## config.mk

```make
export PLATFORM = sky130hd
export DESIGN_NAME = fetch_stage
export DESIGN_NICKNAME = d
export VERILOG_FILES = /design/src/rtl/fetch_stage.sv
export SDC_FILE = /design/constraint.sdc
export NUM_CORES = 1
export LEC_CHECK = 0
export ABC_AREA = 1
export ABC_CLOCK_PERIOD_IN_PS = 12300
export CORE_MARGIN = 2
export CORE_UTILIZATION = 38
export DETAILED_ROUTE_END_ITERATION = 7
export GPL_ROUTABILITY_DRIVEN = 0
export PLACE_DENSITY = 0.61
export SKIP_LAST_GASP = 1
export SLEW_MARGIN = 20
export SYNTH_ARGS = -nofsm -noshare
export SYNTH_HDL_FRONTEND = slang
export SYNTH_SLANG_ARGS = --single-unit
```

## constraint.sdc

```tcl
create_clock -name clk -period 12.3 [get_ports clk]
set_input_delay 3.075 -clock clk [delete_from_list [all_inputs] [get_ports clk]]
set_output_delay 3.075 -clock clk [all_outputs]
set_load 0.05 [all_outputs]
```

## src/rtl/fetch_stage.sv

```systemverilog
// Instruction fetch stage with PC, one-outstanding imem handshake and IF/ID register.
// Latency: 1 cycle from imem response to IF/ID; back-to-back issue gives 1 instr/cycle.
// Backpressure: pc_enab/enab_FD stall parks a returned instruction in a hold buffer, no drops.
module fetch_stage #(
    parameter logic [31:0] RESET_PC  = 32'h0000_0000,
    parameter logic [31:0] NOP_INSTR = 32'h0000_0000
) (
    input  logic        clk,
    input  logic        reset,
    input  logic        pc_enab,
    input  logic        enab_FD,
    input  logic        branch_taken_D,
    input  logic [31:0] branch_target_D,
    output logic        imem_req,
    output logic [31:0] imem_addr,
    input  logic        imem_ack,
    input  logic        imem_rvalid,
    input  logic [31:0] imem_rdata,
    output logic [31:0] instr_D,
    output logic [31:0] pc_plus4_D,
    output logic        valid_D,
    output logic [4:0]  rs_D,
    output logic [4:0]  rt_D,
    output logic        fetch_bubble
);

    typedef enum logic [1:0] {
        S_REQ  = 2'd0,   // request pending, not yet accepted
        S_WAIT = 2'd1,   // request accepted, response outstanding
        S_HOLD = 2'd2    // response parked while decode is stalled
    } state_t;

    state_t      state;
    state_t      state_nxt;
    logic [31:0] pc_f;
    logic [31:0] pc_nxt;
    logic        kill;
    logic        kill_nxt;
    logic [31:0] hold_buf;
    logic [31:0] hold_buf_nxt;
    logic        issue;

    logic        redirect;
    logic        avail;
    logic        consume;
    logic [31:0] load_word;

    // Branches are only honoured when the pipeline is moving.
    assign redirect  = branch_taken_D & enab_FD & pc_enab;
    assign avail     = ((state == S_WAIT) & imem_rvalid & ~kill) | (state == S_HOLD);
    assign consume   = avail & pc_enab & enab_FD & ~redirect;
    assign load_word = (state == S_HOLD) ? hold_buf : imem_rdata;

    assign fetch_bubble = enab_FD & ~redirect & ~avail;
    assign rs_D         = instr_D[25:21];
    assign rt_D         = instr_D[20:16];

    // Next-state, next-PC and request generation.
    always_comb begin
        state_nxt    = state;
        pc_nxt       = pc_f;
        kill_nxt     = kill;
        hold_buf_nxt = hold_buf;
        imem_req     = 1'b0;
        imem_addr    = pc_f;
        issue        = 1'b0;
        case (state)
            S_REQ: begin
                imem_req  = 1'b1;
                imem_addr = pc_f;
                if (redirect) begin
                    pc_nxt = branch_target_D;
                end
                if (imem_ack) begin
                    state_nxt = S_WAIT;
                    // The accepted address is the pre-redirect PC, so its data is stale.
                    kill_nxt  = redirect;
                end
            end
            S_WAIT: begin
                if (imem_rvalid) begin
                    kill_nxt = 1'b0;
                    if (redirect) begin
                        pc_nxt = branch_target_D;
                        issue  = 1'b1;
                    end else if (kill) begin
                        issue  = 1'b1;
                    end else if (consume) begin
                        pc_nxt = pc_f + 32'd4;
                        issue  = 1'b1;
                    end else begin
                        hold_buf_nxt = imem_rdata;
                        state_nxt    = S_HOLD;
                    end
                end else if (redirect) begin
                    kill_nxt = 1'b1;
                    pc_nxt   = branch_target_D;
                end
            end
            S_HOLD: begin
                if (redirect) begin
                    pc_nxt = branch_target_D;
                    issue  = 1'b1;
                end else if (consume) begin
                    pc_nxt = pc_f + 32'd4;
                    issue  = 1'b1;
                end
            end
            default: begin
                state_nxt = S_REQ;
            end
        endcase
        // Issue the next fetch in the same cycle so a 1-cycle memory streams.
        if (issue) begin
            imem_req  = 1'b1;
            imem_addr = pc_nxt;
            state_nxt = imem_ack ? S_WAIT : S_REQ;
        end
    end

    // Fetch-side state registers.
    always_ff @(posedge clk or posedge reset) begin
        if (reset) begin
            state    <= S_REQ;
            pc_f     <= RESET_PC;
            kill     <= 1'b0;
            hold_buf <= NOP_INSTR;
        end else begin
            state    <= state_nxt;
            pc_f     <= pc_nxt;
            kill     <= kill_nxt;
            hold_buf <= hold_buf_nxt;
        end
    end

    // IF/ID register: redirect bubble, load, starvation bubble, or hold.
    always_ff @(posedge clk or posedge reset) begin
        if (reset) begin
            instr_D    <= NOP_INSTR;
            pc_plus4_D <= 32'd0;
            valid_D    <= 1'b0;
        end else if (redirect) begin
            instr_D    <= NOP_INSTR;
            pc_plus4_D <= 32'd0;
            valid_D    <= 1'b0;
        end else if (consume) begin
            instr_D    <= load_word;
            pc_plus4_D <= pc_f + 32'd4;
            valid_D    <= 1'b1;
        end else if (enab_FD & ~avail) begin
            instr_D    <= NOP_INSTR;
            pc_plus4_D <= 32'd0;
            valid_D    <= 1'b0;
        end
    end

endmodule
```

==> results.toml, run 1 <==
[setup_path]
cp-endpoint = "imem_addr[28]"
critPathCaptureType = "primary output"
ff2ff_path_depth = 13
reg2reg_slack_ns = 8.29
r2r_start = "state[0]"
path_class = "primary input to primary output"
startpoint_type = "primary input"
required_ns = 9.22
critical_path.max_fanout = 40
worstReg2RegEnd = "pc_f[27]"
worst_ep_arrival_time_ns = 7.21
startpoint = "imem_rvalid"

[synthesis]
synth_fp_nets = 1147
synthDistinctLibCells = 35
synth_xor_area_share_pct = 0.3395
syn_area_per_cell_um2 = 7.232
synth_top_family_by_area = "simple AND/OR/NAND/NOR gates"
ys_warn_count = 0
synth_fa_ha_area_share_pct = 0.9701
synth_area_mm2 = 0.007739
yosys.area_share.simple_pct = 28.16
ys_seq_area_share_pct = 42.68
ys_ff_latch = 132
synth_compound_area_share_pct = 18.40
synthMuxAreaShare_pct = 0
syn_inst = 1070

[global_route]
overflow = 0
grt_pass1_wl_um = 39110
grt_usage_pct = 22.75
grt_pass1_vias = 7263
grt_max_degree = 75
antenna_found_initial = 0

[timing]
post-route-period-util_pct = 83.58
slew_headroom_pct = 45.90
maxClockFrequency_mhz = 97.27
hold_ws_ns = 0.4841
setup-tns-final_ns = 0
setup_violations = 0
clock_skew_ns = 0.009131
setup_slack_ns = 2.020
hold_viol = 0
tightest_slew_ns = 0.8115
layout_min_cycle_time_ns = 10.28
drv_slew = 0
rsz0062_at_grt = "false"

[layout]
regArea_mm2 = 0.003303
final_nets = 1283
area_growth_pct = 31.11
fillCellCount = 1983
fin_util_pct = 50.47
fin_area_mm2 = 0.01015
multi_input_area_mm2 = 0.003710
drive_gt1_share_pct = 5.660
antennaDiodeCount = 0

[power]
p_seq_share_pct = 29.2
ir_drop_uv = 127.2
power.leakage_uw = 0.004752
comb_power_share_pct = 50.8
p_int_uw = 1225
power_density_mw_per_mm2 = 232.9
p_switching_uw = 1138
clkPwrFrac_pct = 20.0
swShare_pct = 48.15

[placement]
pre_cts_ws_ns = 2.038
placed_area_mm2 = 0.009598
hpwlAfterDp_um = 16120
portBuffers = 179

[floorplan]
die-height_um = 146.7
die_area_mm2 = 0.02152
ioPinCount = 180
core_area_mm2 = 0.02010
die_x_um = 146.7
start_util_pct = 38.49
rows = 52

[clock_tree]
cts_made_buffers = 17
clk_pin_slew_worst_paths_ns = 0.06
cts_hold_buf = 0
insertion_delay_ns = 0.42
cts_tree = "done"
htreeDepth = 4
clock-sinks = 132
clk_path_buf_depth = 2
postCtsSetupBuffers = 0
cts_resized = 0
root_buffer = "clkbuf_16"

[route]
drt-vias-per-instance = 5.152
ant_nets = 0
drt_pass1_iterations = 6
wl_per_cell_um = 16.10
wl_um = 23970
dr_total_vias = 7672
drc_errors = 0
drtIter0Drc = 528

[status]
status = "complete, no violations"

[job]
maxCapViolCount = 0

[hold_path]
hold_path.class = "flip-flop to flip-flop"
sequential cells by signal, indices dropped and copies added, names as in the netlist:
signal	flops
valid_D	1
state	2
pc_plus4_D	32
hold_buf	32
kill	1
instr_D	32
pc_f	32
worst max-delay path: stages:
cell             delay [ns]
clkdlybuf4s50_1        0.56
nand2_4                0.10
o21ai_4                0.12
buf_4                  0.38
nand3_4                0.36
inv_2                  0.63
buf_4                  0.55
nand3_1                0.19
nand2_1                0.09
nand2_1                0.06
nand2_1                0.10
nand3_1                0.08
nand2_1                0.09
clkdlybuf4s50_1        0.80
synthesized netlist by cell type, drive strengths merged:
master / instances / share of area, %
nand2: 370 / 18
dfrtp: 132 / 43
inv: 100 / 4.9
o21ai: 98 / 6.5
nand3: 90 / 6.0
a21oi: 59 / 4.1
nor2: 53 / 2.8
buf: 42 / 3.1
a32o: 33 / 4.3
o22ai: 32 / 2.6
clkbuf: 30 / 1.5
nand3b: 7 / 0.68
ha: 6 / 0.97
o211ai: 6 / 0.58
and2: 3 / 0.24
xor2: 3 / 0.34
nor3: 2 / 0.13
a211oi: 1 / 0.097
nand4: 1 / 0.16
o22a: 1 / 0.11
o32ai: 1 / 0.11
placed cells by master (no fill, tap or decap), types with 6 or more instances in the layout:
master           count
a21oi_1             53
a21oi_2              6
a32o_1              33
buf_4               10
clkbuf_16           17
clkdlybuf4s50_1    179
dfrtp_1            132
inv_1               93
inv_2                6
nand2_1            366
nand3_1             88
nand3b_1             7
nor2_1              48
o211ai_1             6
o21ai_0             89
o21ai_1              7
o22ai_1             32
metrics by stage:
| stage | cells | power (µW) |
|---|---|---|
| 4_1_cts | 1489 | 2369 |
| 5_1_grt | 1489 | 2527 |
| 3_3_place_gp | 1457 | 1882 |
| 2_1_floorplan | 1070 | 1538 |
| 3_5_place_dp | 1457 | 1891 |
| 6_report | 1489 | 2363 |
final cells by class:
type	instances	area share, %
Multi-Input combinational cell	766	36.56
Inverter	100	3.749
Timing Repair Buffer	189	18.40
Sequential cell	132	32.56
Clock buffer	21	4.637
Clock inverter	11	0.7646
Tap cell	270	3.330
worst min-delay path by stage:
stage,start,end,slack (ns),cells after the start
2_1_floorplan,hold_buf[0],hold_buf[0],0.45,2
3_3_place_gp,hold_buf[2],hold_buf[2],0.47,2
3_5_place_dp,hold_buf[2],hold_buf[2],0.47,2
4_1_cts,hold_buf[2],hold_buf[2],0.49,2
5_1_grt,hold_buf[1],hold_buf[1],0.51,2
6_report,hold_buf[2],hold_buf[2],0.48,2
logic make-up after synthesis:
kind of cell	after synthesis
flops	132
xor+xnor	3
compound gates	231
fa+ha+maj	6
simple gates	526
buf+inv	172
power groups by stage:
stage,combinational [µW],sequential [µW],clock (µW)
floorplan,807,731,0
global placement,1190,690,0
detailed placement,1200,693,0
CTS,1200,687,479
global route,1320,708,499
finish,1200,690,472
layer usage:
metal  share of wire [%]  GRT usage [%]  up-vias  routed length, µm
li1                    -              -     3809                  -
met1                  47          32.58     3570              11310
met2                  45          35.52      269              10780
met3                 6.4          3.571       24               1527
met4                 1.5          7.136        0                354
met5                   0              0        -                  0
Power figures use the tool's default switching activity.
==> inputs of run 2 (changes only) <==
--- a/config.mk
+++ b/config.mk
@@ -6,12 +6,12 @@
 export NUM_CORES = 1
 export LEC_CHECK = 0
 export ABC_AREA = 1
-export ABC_CLOCK_PERIOD_IN_PS = 12300
+export ABC_CLOCK_PERIOD_IN_PS = 9200
 export CORE_MARGIN = 2
 export CORE_UTILIZATION = 38
 export DETAILED_ROUTE_END_ITERATION = 7
 export GPL_ROUTABILITY_DRIVEN = 0
-export PLACE_DENSITY = 0.61
+export PLACE_DENSITY = 0.63
 export SKIP_LAST_GASP = 1
 export SLEW_MARGIN = 20
 export SYNTH_ARGS = -nofsm -noshare
==> constraint.sdc (replaced) <==
create_clock -name clk -period 9.2 [get_ports clk]
set_input_delay 2.3 -clock clk [delete_from_list [all_inputs] [get_ports clk]]
set_output_delay 2.3 -clock clk [all_outputs]
set_load 0.05 [all_outputs]
==> run 2 against run 1 <==
- hold slack better by 0.0017 ns
- wire length about the same
- highest routed layer unchanged
- cell area down 0.53%
- cell count unchanged
- global-route usage down 0.32 points
==> results.toml, run 2 (synthesis gave the netlist of run 1 again) <==
[route]
drtIter0Drc = 531
wl_um = 23960
drt_pass1_iterations = 7
wl_per_cell_um = 16.09
ant_nets = 0
drc_errors = 0
drt-vias-per-instance = 5.128
dr_total_vias = 7636

[clock_tree]
root_buffer = "clkbuf_16"
insertion_delay_ns = 0.42
clock-sinks = 132
cts_hold_buf = 0
cts_tree = "done"
clk_path_buf_depth = 2
clk_pin_slew_worst_paths_ns = 0.05
cts_made_buffers = 17
cts_resized = 0
htreeDepth = 4
postCtsSetupBuffers = 0

[floorplan]
ioPinCount = 180
start_util_pct = 38.49
die_x_um = 146.7
rows = 52
core_area_mm2 = 0.02010
die_area_mm2 = 0.02152
die-height_um = 146.7

[global_route]
grt_usage_pct = 22.43
grt_pass1_vias = 7217
antenna_found_initial = 0
grt_pass1_wl_um = 38500
grt_max_degree = 72
overflow = 0

[placement]
hpwlAfterDp_um = 16350
portBuffers = 179
placed_area_mm2 = 0.009558
placed_cells_incl_taps = 1459

[setup_path]
startpoint_type = "primary input"
worst_ep_arrival_time_ns = 5.27
required_ns = 6.90
critPathCaptureType = "primary output"
path_class = "primary input to primary output"
critical_path.max_fanout = 37

[timing]
post-route-period-util_pct = 82.26
slew_headroom_pct = 36.53
hold_viol = 0
layout_min_cycle_time_ns = 7.568
clock_skew_ns = 0.01202
setup-tns-final_ns = 0
tightest_slew_ns = 0.9520
maxClockFrequency_mhz = 132.1
drv_slew = 0
setup_violations = 0
rsz0062_at_grt = "false"

[layout]
final_nets = 1285
fillCellCount = 1985
antennaDiodeCount = 0
drive_gt1_share_pct = 8.121
area_growth_pct = 30.41
fin_area_mm2 = 0.01009
multi_input_area_mm2 = 0.003710
final_cell_mix = "nand2_1, clkdlybuf4s50_1, dfrtp_1, inv_1, o21ai_0"
stdcell_count = 1489
regArea_mm2 = 0.003303
final_common_cell = "nand2_1"

[power]
ir_drop_uv = 168.9
power_density_mw_per_mm2 = 311.6
power.leakage_uw = 0.004796

[status]
status = "complete, no violations"

[hold_path]
hold_path.class = "flip-flop to flip-flop"

[job]
maxCapViolCount = 0
run 2: changes by cell type in the layout (fill, tap and decap cells not counted), sizes merged:
cell	change
buf	+34
clkdlybuf4s50	-32
clkinv	-2
inv	-2
bufinv	+1
clkinvlp	+1
run 2: layout make-up:
cell class | instances | area share (%)
Multi-Input combinational cell | 766 | 36.76
Sequential cell | 132 | 32.73
Inverter | 100 | 3.769
Clock buffer | 21 | 4.463
Clock inverter | 9 | 0.8306
Timing Repair Buffer | 191 | 18.10
Tap cell | 270 | 3.347
run 2: where the power goes:
| part | internal, µW | total [µW] | switching (µW) |
|---|---|---|---|
| sequential | 748 | 920 | 172 |
| combinational | 505 | 1600 | 1090 |
| clock | 374 | 626 | 252 |
run 2: per-layer routing:
metal | track usage [%] | routed length, µm
met3 | 3.851 | 1338
met4 | 6.796 | 378
met2 | 35.73 | 10830
met5 | 0 | 0
met1 | 31.43 | 11410
run 2: critical path: stages:
cell and delay (ns):
clkdlybuf4s50_1 0.50, nand2_1 0.12, nor2_2 0.26, inv_2 0.31, nand2_1 0.19, inv_2 0.05
o21ai_2 0.05, nand3_2 0.17, buf_4 0.28, inv_2 0.52, o21ai_0 0.27, buf_12 0.21
run 2: through the flow:
stage          utilization (%)  hold slack [ns]  total power (µW)  setup WS, ns
2_1_floorplan                -           0.4534              2056         2.535
3_3_place_gp             47.54           0.4669              2511         1.718
3_5_place_dp             47.54           0.4740              2517         1.602
4_1_cts                  50.20           0.4884              3155         1.591
5_1_grt                  50.20           0.5129              3366         1.402
6_report                 50.20           0.4858              3145         1.632
run 2: path summary, 6_finish.rpt:
check                                   from             end  slack [ns]  cells after the start
worst max-delay path                 enab_FD    imem_addr[2]        1.63                     12
worst min-delay path            hold_buf[13]    hold_buf[13]        0.49                      2
worst max register to register      state[1]        pc_f[19]        6.22                     11
worst min register to register  hold_buf[13]    hold_buf[13]        0.49                      2
max in group asynchronous              reset  pc_plus4_D[23]        5.49                      3
min in group asynchronous              reset      instr_D[0]        2.34                      2
==> inputs of run 3 (changes only) <==
--- a/config.mk
+++ b/config.mk
@@ -6,7 +6,7 @@
 export NUM_CORES = 1
 export LEC_CHECK = 0
 export ABC_AREA = 1
-export ABC_CLOCK_PERIOD_IN_PS = 9200
+export ABC_CLOCK_PERIOD_IN_PS = 6500
 export CORE_MARGIN = 2
 export CORE_UTILIZATION = 38
 export DETAILED_ROUTE_END_ITERATION = 7
==> constraint.sdc (replaced) <==
create_clock -name clk -period 6.5 [get_ports clk]
set_input_delay 1.625 -clock clk [delete_from_list [all_inputs] [get_ports clk]]
set_output_delay 1.625 -clock clk [all_outputs]
set_load 0.05 [all_outputs]
==> run 3 against run 2 <==
- sequential power is 41% higher
- register-to-register slack got worse by 2.8 ns
- die area did not move
- critical endpoint is now imem_addr[19]
- count of clock-buffer cells in the layout fell by 2
- hold slack hardly changed
- cell area rose by 4.9%
- setup slack got worse by 0.81 ns
- global-route usage hardly changed
- flip-flop and latch count unchanged
- wire length fell by 0.64%
- sequential share of layout area shrank 1.5 points
- combinational power rose by 61%
==> results.toml, run 3 (synthesis gave the netlist of run 1 again) <==
[floorplan]
die-height_um = 146.7
die_x_um = 146.7
die_area_mm2 = 0.02152
ioPinCount = 180
start_util_pct = 38.49
core_area_mm2 = 0.02010
rows = 52

[placement]
pre_cts_ws_ns = 0.9167
portBuffers = 179
placed_cells_incl_taps = 1463
placed_area_mm2 = 0.009986
hpwlAfterDp_um = 16070

[global_route]
antenna_found_initial = 0
grt_pass1_wl_um = 38770
grt_usage_pct = 22.38
grt_max_degree = 103
overflow = 0
grt_pass1_vias = 7135

[setup_path]
critical_path.max_fanout = 20
r2r_start = "state[1]"
worst_ep_arrival_time_ns = 4.06
path_class = "primary input to primary output"
required_ns = 4.88
worstReg2RegEnd = "hold_buf[11]"
reg2reg_slack_ns = 3.41
startpoint = "enab_FD"
startpoint_type = "primary input"
ff2ff_path_depth = 12
cp-endpoint = "imem_addr[19]"
critPathCaptureType = "primary output"

[timing]
hold_viol = 0
rsz0062_at_grt = "false"
tightest_slew_ns = 0.9434
setup_slack_ns = 0.8198
setup-tns-final_ns = 0
setup_violations = 0
slew_headroom_pct = 37.11
post-route-period-util_pct = 87.39
clock_skew_ns = 0.01065
layout_min_cycle_time_ns = 5.680
drv_slew = 0
maxClockFrequency_mhz = 176.1

[route]
wl_um = 23800
drt-vias-per-instance = 5.166
drc_errors = 0
ant_nets = 0
dr_total_vias = 7723
drt_pass1_iterations = 5
wl_per_cell_um = 15.92
drtIter0Drc = 553

[job]
maxCapViolCount = 0

[layout]
multi_input_area_mm2 = 0.003710
fillCellCount = 1888
stdcell_count = 1495
area_growth_pct = 36.80
fin_area_mm2 = 0.01059
final_nets = 1289
antennaDiodeCount = 0
final_common_cell = "nand2_1"
drive_gt1_share_pct = 8.898
regArea_mm2 = 0.003303
final_cell_mix = "nand2_1, clkdlybuf4s50_1, dfrtp_1, inv_1, o21ai_0"

[clock_tree]
root_buffer = "clkbuf_16"
clk_path_buf_depth = 2
cts_hold_buf = 0
clk_pin_slew_worst_paths_ns = 0.06
postCtsSetupBuffers = 0
cts_resized = 0
cts_made_buffers = 17
insertion_delay_ns = 0.42
cts_tree = "done"
clock-sinks = 132
htreeDepth = 4

[hold_path]
min_from = "hold_buf[19]"
hold_path.class = "flip-flop to flip-flop"

[power]
power_density_mw_per_mm2 = 457.8
ir_drop_uv = 287.1
power.leakage_uw = 0.004983

[status]
status = "complete, no violations"
==> run 3: cell count changes in the layout (fill, tap and decap cells not counted), sizes merged <==
cell / previous run / this run
buf: 44 / 49
bufinv: 1 / 2
clkbuf: 21 / 19
clkdlybuf4s50: 147 / 146
clkinv: 4 / 6
clkinvlp: 4 / 1
inv: 100 / 104
==> run 3: worst min-delay path by stage <==
stage	end	slack (ns)	depth (start not counted)
global placement	hold_buf[4]	0.47	2
global route	hold_buf[19]	0.51	2
detailed placement	hold_buf[22]	0.48	2
finish	hold_buf[19]	0.49	2
floorplan	hold_buf[0]	0.45	2
CTS	hold_buf[19]	0.49	2
==> run 3: where the power goes <==
group | internal [µW] | leakage, µW | switching, µW
Sequential | 1060 | 0.00175 | 241
Combinational | 974 | 0.00294 | 1600
Clock | 591 | 0.000295 | 386
Total | 2620 | 0.00498 | 2220
==> run 3: cell type report <==
cell class,instances,area share [%]
Inverter,100,3.593
Clock buffer,19,4.278
Clock inverter,13,1.395
Multi-Input combinational cell,766,35.04
Timing Repair Buffer,195,21.30
Sequential cell,132,31.20
Tap cell,270,3.191
==> run 3: metrics by stage <==
stage	power (µW)	util, %	hold slack (ns)
floorplan	2910	-	0.4534
global placement	3841	49.67	0.4665
detailed placement	3867	49.67	0.4758
CTS	4859	52.66	0.4897
global route	5146	52.66	0.5063
finish	4847	52.66	0.4854
==> run 3: critical path, cell delays in order <==
cell and delay (ns):
clkdlybuf4s50_1 0.56, nand2_1 0.13, nor2_2 0.28, inv_2 0.06
nor2_1 0.13, nor2_1 0.07, nand2_2 0.39, buf_4 0.26
a21oi_1 0.10, nand2_1 0.09, nand3b_1 0.08, nand2_1 0.12
buf_12 0.15
==> run 3: per-layer routing <==
metal / part of all wire, % / global-route usage [%] / up-vias
li1: - / - / 3811
met1: 47 / 31.84 / 3601
met2: 46 / 35.28 / 285
met3: 6.1 / 3.851 / 26
met4: 1.3 / 6.359 / 0
met5: 0 / 0 / -
